File: src/rtl/pipe_ctrl.sv
// Pipeline hazard controller: load-use stalls, taken-branch flushes and
// instruction-fetch blocking while MEM owns the shared SRAM.
//
// state    | meaning
// ---------+-----------------------------------------------------------
// RUN      | normal issue; branch, load-use and mem-busy evaluated here
// FLUSH    | remaining cycles of a taken-branch flush of IF/ID and ID/EXE
// LU_STALL | one cycle after a load-use bubble; hazard detection suppressed
module pipe_ctrl #(
  parameter int FLUSH_CYCLES = 2,
  parameter int CNT_W        = 16
) (
  input  logic             pci_clk,
  input  logic             pci_rst,
  input  logic [3:0]       pci_id_rreg1,
  input  logic [3:0]       pci_id_rreg2,
  input  logic [3:0]       pci_ex_wreg_addr,
  input  logic [1:0]       pci_ex_rwe,
  input  logic             pci_ex_branch_taken,
  input  logic             pci_mem_busy,
  input  logic             pci_cnt_clr,
  output logic             pco_pc_en,
  output logic             pco_ifid_en,
  output logic             pco_ifid_flush,
  output logic             pco_idexe_en,
  output logic [1:0]       pco_state,
  output logic [CNT_W-1:0] pco_stall_cnt,
  output logic [CNT_W-1:0] pco_flush_cnt
);

  localparam logic [3:0] REG_INVALID = 4'hF;
  localparam logic [2:0] FLUSH_LOAD  = 3'(FLUSH_CYCLES - 1);
  localparam logic [CNT_W-1:0] CNT_MAX = {CNT_W{1'b1}};

  typedef enum logic [1:0] {
    RWE_IDLE  = 2'd0,
    RWE_READ  = 2'd1,
    RWE_WRITE = 2'd2
  } rwe_e;

  typedef enum logic [1:0] {
    ST_RUN      = 2'd0,
    ST_FLUSH    = 2'd1,
    ST_LU_STALL = 2'd2
  } state_e;

  state_e           state_q, state_d;
  logic [2:0]       fcnt_q, fcnt_d;
  logic [CNT_W-1:0] stall_cnt_q, stall_cnt_d;
  logic [CNT_W-1:0] flush_cnt_q, flush_cnt_d;
  logic             stall_inc, flush_inc;
  logic             lu_hazard;
  logic             src1_hit, src2_hit;

  always_comb begin
    src1_hit  = (pci_id_rreg1 != REG_INVALID) && (pci_id_rreg1 == pci_ex_wreg_addr);
    src2_hit  = (pci_id_rreg2 != REG_INVALID) && (pci_id_rreg2 == pci_ex_wreg_addr);
    lu_hazard = (pci_ex_rwe == RWE_READ) && (pci_ex_wreg_addr != REG_INVALID)
                && (src1_hit || src2_hit);
  end

  always_comb begin
    state_d        = state_q;
    fcnt_d         = fcnt_q;
    stall_inc      = 1'b0;
    flush_inc      = 1'b0;
    pco_pc_en      = 1'b1;
    pco_ifid_en    = 1'b1;
    pco_ifid_flush = 1'b0;
    pco_idexe_en   = 1'b1;
    case (state_q)
      ST_RUN: begin
        if (pci_ex_branch_taken) begin
          pco_ifid_flush = 1'b1;
          pco_idexe_en   = 1'b0;
          flush_inc      = 1'b1;
          fcnt_d         = FLUSH_LOAD;
          state_d        = (FLUSH_CYCLES == 1) ? ST_RUN : ST_FLUSH;
        end else if (lu_hazard) begin
          pco_pc_en    = 1'b0;
          pco_ifid_en  = 1'b0;
          pco_idexe_en = 1'b0;
          stall_inc    = 1'b1;
          state_d      = ST_LU_STALL;
        end else if (pci_mem_busy) begin
          // No fetch possible: hold PC and feed a NOP into IF/ID.
          pco_pc_en      = 1'b0;
          pco_ifid_flush = 1'b1;
        end
      end
      ST_FLUSH: begin
        pco_pc_en      = !pci_mem_busy;
        pco_ifid_flush = 1'b1;
        pco_idexe_en   = 1'b0;
        if (fcnt_q <= 3'd1) begin
          fcnt_d  = 3'd0;
          state_d = ST_RUN;
        end else begin
          fcnt_d = fcnt_q - 3'd1;
        end
      end
      ST_LU_STALL: begin
        pco_pc_en      = !pci_mem_busy;
        pco_ifid_flush = pci_mem_busy;
        state_d        = ST_RUN;
      end
      default: state_d = ST_RUN;
    endcase

    // Reset forces a safe pipeline posture without waiting for a clock.
    if (!pci_rst) begin
      pco_pc_en      = 1'b0;
      pco_ifid_en    = 1'b0;
      pco_ifid_flush = 1'b1;
      pco_idexe_en   = 1'b0;
    end
  end

  always_comb begin
    stall_cnt_d = stall_cnt_q;
    flush_cnt_d = flush_cnt_q;
    if (pci_cnt_clr) begin
      stall_cnt_d = '0;
      flush_cnt_d = '0;
    end else begin
      if (stall_inc && (stall_cnt_q != CNT_MAX)) stall_cnt_d = stall_cnt_q + 1'b1;
      if (flush_inc && (flush_cnt_q != CNT_MAX)) flush_cnt_d = flush_cnt_q + 1'b1;
    end
  end

  always_ff @(posedge pci_clk or negedge pci_rst) begin
    if (!pci_rst) begin
      state_q     <= ST_RUN;
      fcnt_q      <= 3'd0;
      stall_cnt_q <= '0;
      flush_cnt_q <= '0;
    end else begin
      state_q     <= state_d;
      fcnt_q      <= fcnt_d;
      stall_cnt_q <= stall_cnt_d;
      flush_cnt_q <= flush_cnt_d;
    end
  end

  assign pco_state     = state_q;
  assign pco_stall_cnt = stall_cnt_q;
  assign pco_flush_cnt = flush_cnt_q;

endmodule

File: config.mk
export PLATFORM = sky130hd
export DESIGN_NAME = pipe_ctrl
export DESIGN_NICKNAME = d
export VERILOG_FILES = /design/src/rtl/pipe_ctrl.sv
export SDC_FILE = /design/constraint.sdc
export NUM_CORES = 1
export LEC_CHECK = 0
export ABC_AREA = 1
export CAP_MARGIN = 20
export CELL_PAD_IN_SITES_DETAIL_PLACEMENT = 1
export CELL_PAD_IN_SITES_GLOBAL_PLACEMENT = 2
export CORE_MARGIN = 2
export CORE_UTILIZATION = 31
export DETAILED_ROUTE_END_ITERATION = 8
export PLACE_DENSITY_LB_ADDON = 0.2
export REMOVE_ABC_BUFFERS = 1
export SLEW_MARGIN = 25
export SYNTH_ARGS = -nofsm -noshare
export SYNTH_HDL_FRONTEND = slang
export SYNTH_SLANG_ARGS = --single-unit
File: constraint.sdc
create_clock -name pci_clk -period 2.65 [get_ports pci_clk]
set_clock_uncertainty 0.1 [all_clocks]
set_input_delay 0.265 -clock pci_clk [delete_from_list [all_inputs] [get_ports pci_clk]]
set_output_delay 0.265 -clock pci_clk [all_outputs]
set_load 0.1 [all_outputs]
**Word-level counts from Yosys, hierarchy flattened**

Cells that the tools add are included.

- Output and inout port bits: 38
- Bits of input ports: 19
- Register bits: 37
- Logic and storage cells: 69

- Equality and inequality tests: 13
- Add/subtract/negate cells: 3
- Reductions and logical operators: 15
- Order comparisons: 1
- Multiplexer cells: 33

Operators with widths:

| operator | count |
|---|---|
| 16-bit two-way mux | 4 |
| 16-bit by 1-bit adder with 16-bit output, second input constant | 2 |
| 16-bit inequality test, second input constant | 2 |
| 1-bit two-way mux | 19 |
| 4-bit inequality test, second input constant | 3 |
| 4-bit equality test | 2 |
| 1-bit logical AND | 6 |
| 2-bit two-way mux | 3 |
| 3-bit two-way mux | 2 |
| 3-bit case mux with 2 select lines | 1 |
| 2-bit nonzero test | 3 |
| 2-bit by 1-bit equality test with 1-bit output, second input constant | 2 |
| 2-bit inequality test, second input constant | 2 |
| 1-bit case mux with 2 select lines | 2 |
| 2-bit case mux with 2 select lines | 1 |
| 2-bit AND reduction | 2 |
| 3-bit by 1-bit <= comparator with 1-bit output, second input constant | 1 |
| 3-bit inequality test, second input constant | 1 |
| 1-bit case mux with 3 select lines | 1 |
| 3-bit by 1-bit subtractor with 3-bit output, second input constant | 1 |
| 2-bit equality test, second input constant | 1 |
| 2-bit logical NOT | 1 |
| 2-bit OR reduction | 1 |
| 1-bit logical NOT | 1 |
| 1-bit logical OR | 1 |

**Longest topological paths before layout**

- Word-level depth: 10
- Depth in mapped cells: 11
- Depth with buffers taken out: 11

**Worst setup path after synthesis**

No wires, ideal clock.

- Path type: register to output
- Start point: register state_q[0] (netlist: pco_state[0])
- End point: output pco_ifid_flush
- Data required time: 2.285 ns
- Stages on the path, launching flop included: 9
- Path buffers: 0
- Arrival: 2.493 ns
- Setup slack: -0.208 ns
- Cells stage by stage: dfrtp_1 inv_1 ha_1 nand2_1 inv_1 a211oi_1 nand2_1 nand2_1 nand2_1

- Cells in the longest elaborated chain, start to end: 3
- Elaborated cells on any way between the ends: 5
- Classes of those cells: eq/ne: 2; mux: 2; reduce/logical: 1

RTL lines:

| what | line | text |
|---|---|---|
| start, declared | 47 | `state_e state_q, state_d;` |
| start signal, assigned | 138 | `state_q <= state_d;` |
| 2-bit equality test (tied with other cells) | 71 | `case (state_q)` |
| 1-bit case mux with 3 select lines * | 71 |  |
| 1-bit two-way mux * | 111 | `if (!pci_rst) begin` |
| end, declared | 24 | `output logic pco_ifid_flush,` |

Mark *: on every way between the ends. The rest lies on a longest branch, timed or not.

**Final worst setup path**

Ends and elaborated chain as after synthesis.

==> impl_results.rst <==
.. list-table::
   :header-rows: 1

   * - Metric
     - Value
   * - Hold buffers post-CTS
     - 0
   * - Launching element type of the critical path
     - flip-flop
   * - Number of antenna violations at the first check in global routing
     - 0
   * - Die Area
     - 9480 um^2
   * - Overall power consumption
     - 2.19 mW
   * - # port buffers
     - 56
   * - Number of buffers between clock root and the deepest sink
     - 2
   * - Total routing resource utilization after global routing
     - 17.0%
   * - Total number of clock tree sinks
     - 37
   * - Die height
     - 97.4 um
   * - Inserted Clock Buffers
     - 5
   * - CTS root buf
     - clkbuf_8
   * - Yosys top cell by area
     - dfrtp_1
   * - Peak supply drop
     - 0.308 mV
   * - Kind of path behind the tightest hold check
     - in2async
   * - Average wire per cell in the routed design
     - 14.3 um
   * - Warning count from the yosys run
     - 0
   * - H-tree levels
     - 2
   * - Post-synthesis instance area
     - 2700 um^2
   * - Count of placed standard cells in the final layout, fillers left out
     - 550
   * - Number of register bits inferred by synthesis
     - 37
   * - Clock latency on the worst-skew pair
     - 300 ps
   * - Total detailed-routing wirelength
     - 7.85 mm
   * - Worst Max-Slew Pin Slew
     - 508 ps
   * - Placeable core region
     - 8590 um^2
   * - Maximum number of pins on one net before global-route repair
     - 38
   * - Wire length of the first global-routing pass
     - 13.5 mm
   * - Setup repair after global routing missed its margin
     - false
   * - Fill count
     - 1103
   * - First-pass iteration count of the detailed router
     - 4
   * - Endpoint kind of the worst setup timing path
     - primary output
   * - Max-slew violations
     - 0
   * - Per-cell via count in the routed design
     - 4.83
   * - Area growth from synthesis to final layout
     - 28.1%
   * - Cell count after synthesis
     - 381
   * - Final critical-path required period
     - 2360 ps
   * - Nets
     - 468
   * - Category of the critical setup timing path
     - reg2out
   * - Data arrival, critical path
     - 1990 ps
   * - Post-synth top area share
     - 34.2%
   * - Standard-cell row count
     - 34
   * - Die outline width
     - 97.4 um
   * - Worst slew slack as a fraction of its limit
     - 66.1%
   * - Post-detailed-placement half-perimeter wirelength
     - 5.79 mm
   * - Final Hold Fails
     - 0
   * - Count of unresolved DRC violations after routing
     - 0
   * - Ranking of synthesized cells by area
     - dfrtp_1 (34%), nand2_1 (15%), nand3_1 (7.8%)
   * - Critical path data required time
     - 2290 ps
   * - Mapped Avg Cell Area
     - 7.10 um^2
   * - Via count of the first global-routing pass
     - 2790
   * - Setup-failing EPs final
     - 0
   * - Total via count after detailed routing
     - 2655
   * - Library cells used by synthesis
     - 35
   * - Crit share post-route
     - 89.0%
   * - Share of async-settable or async-resettable flops after synthesis
     - 100%
   * - Count of antenna diodes in the layout
     - 0
   * - Ranking of synthesized cells by instance count
     - nand2_1 (109), nor2_1 (48), nand3_1 (42), inv_1 (41), dfrtp_1 (37)
   * - Post-synth EDFFs
     - 0
   * - Max capacitance violation total
     - 0
   * - Share of synthesized area occupied by flip-flops and latches
     - 34.2%
   * - Number of violations reported at the end of detailed-routing iteration 0
     - 70
   * - TritonCTS clock tree
     - done
   * - Upper clock frequency limit
     - 424 MHz
   * - Fraction of layout cells with a size suffix above 1
     - 18.8%
   * - Global route overflow
     - 0
   * - GPL Wtd Cong
     - 0.780
   * - Antenna violation net count after detailed routing
     - 0
   * - Ys flop type
     - dfrtp_1
   * - Initial standard-cell utilization of the core
     - 31.5%
   * - IO Pins
     - 57
   * - Cell area power density
     - 632 nW/um^2
   * - Most common cell in the synthesized netlist
     - nand2_1
   * - Max Fanout on Critical Path
     - 5
   * - Result of the run
     - complete, no violations
   * - Placed insts
     - 542
   * - Static Leak
     - 1.69 nW
   * - Setup TNS Final
     - 0 ps
   * - Clock-pin slew of the registers on the worst-case setup and hold paths
     - 80 ps
[timing repair]
action                     CTS  global route
setup endpoints to repair    0             1
gates resized for setup      0             1
setup buffers                0             0
[layer usage]
metal	vias up	part of all wire, %	global-route usage, %
li1	1337	-	-
met1	1274	49	22.7
met2	40	46	29.0
met3	4	3.6	3.02
met4	0	0.87	3.85
met5	-	0	0
[flip-flops by register name, indices dropped and copies added (netlist names)]
register,cells
fcnt_q,3
pco_flush_cnt,16
pco_stall_cnt,16
pco_state,2
[cell families (layout without fill, tap and decap cells)]
family | after synthesis | in the layout | share of synthesized area [%]
compound gates | 22 | 22 | 5.23
xor+xnor | 20 | 20 | 6.48
fa+ha+maj | 8 | 8 | 3.70
buf+inv | 51 | 112 | 7.50
flops | 37 | 37 | 34.2
simple gates | 243 | 243 | 42.9
[power by group]
part           internal [mW]  switching (mW)
Sequential             0.607          0.0561
Combinational          0.281           0.717
Clock                  0.306           0.223
[area by class of cell]
| cell class | instances | area [um^2] | share of cell area, % |
|---|---|---|---|
| clock buffer | 6 | 82.6 | 2.38 |
| clock inverter | 2 | 37.5 | 1.08 |
| inverter | 44 | 165 | 4.77 |
| multi-input combinational | 293 | 1580 | 45.5 |
| sequential | 37 | 926 | 26.7 |
| tap | 108 | 135 | 3.90 |
| timing repair buffer | 60 | 541 | 15.6 |
[worst max-delay path: stages, from the launching register on]
cell	delay, ps
dfrtp_1	430
inv_1	90
ha_1	270
nand2_2	170
inv_1	120
a211oi_1	220
nand2_1	80
nand2_1	60
nand2_1	80
buf_12	170
[metrics by stage]
step           hold slack, ps  cell area, um^2  setup WS (ps)  util [%]
2_1_floorplan            -131             2670           -208         -
3_3_place_gp              350             3340            434      38.9
3_5_place_dp              351             3340            406      38.9
4_1_cts                  24.5             3460            161      40.3
5_1_grt                  54.5             3460            102      40.3
6_report                 5.76             3460            291      40.3
[final timing paths]
| kind | from | cells past startpoint | endpoint | slack [ps] |
|---|---|---|---|---|
| worst min register to register | pco_state[1] | 2 | pco_state[1] | 480 |
| worst max-delay path | pco_state[0] | 9 | pco_ifid_flush | 290 |
| max in group asynchronous | pci_rst | 2 | pco_flush_cnt[3] | 2090 |
| worst max register to register | pco_state[0] | 8 | pco_stall_cnt[14] | 550 |
| min in group pci_clk | pco_state[1] | 2 | pco_state[1] | 480 |
| worst min-delay path | pci_rst | 2 | pco_state[0] | 6 |
[cell usage in the layout, fill, tap and decap left out, drive strengths merged]
cell type / instances
clkinvlp: 1
nand3b: 1
nor2: 53
nand3: 44
a211oi: 1
inv: 44
nor3b: 1
xor2: 18
nand4: 15
dfrtp: 37
a21oi: 3
xnor2: 2
nor3: 6
bufinv: 1
o21ai: 11
a31oi: 1
o31ai: 3
clkdlybuf4s50: 17
a31o: 1
ha: 8
nand2: 123
buf: 43
o21bai: 2
clkbuf: 6
Note: power is estimated with default switching activity, not from simulation.
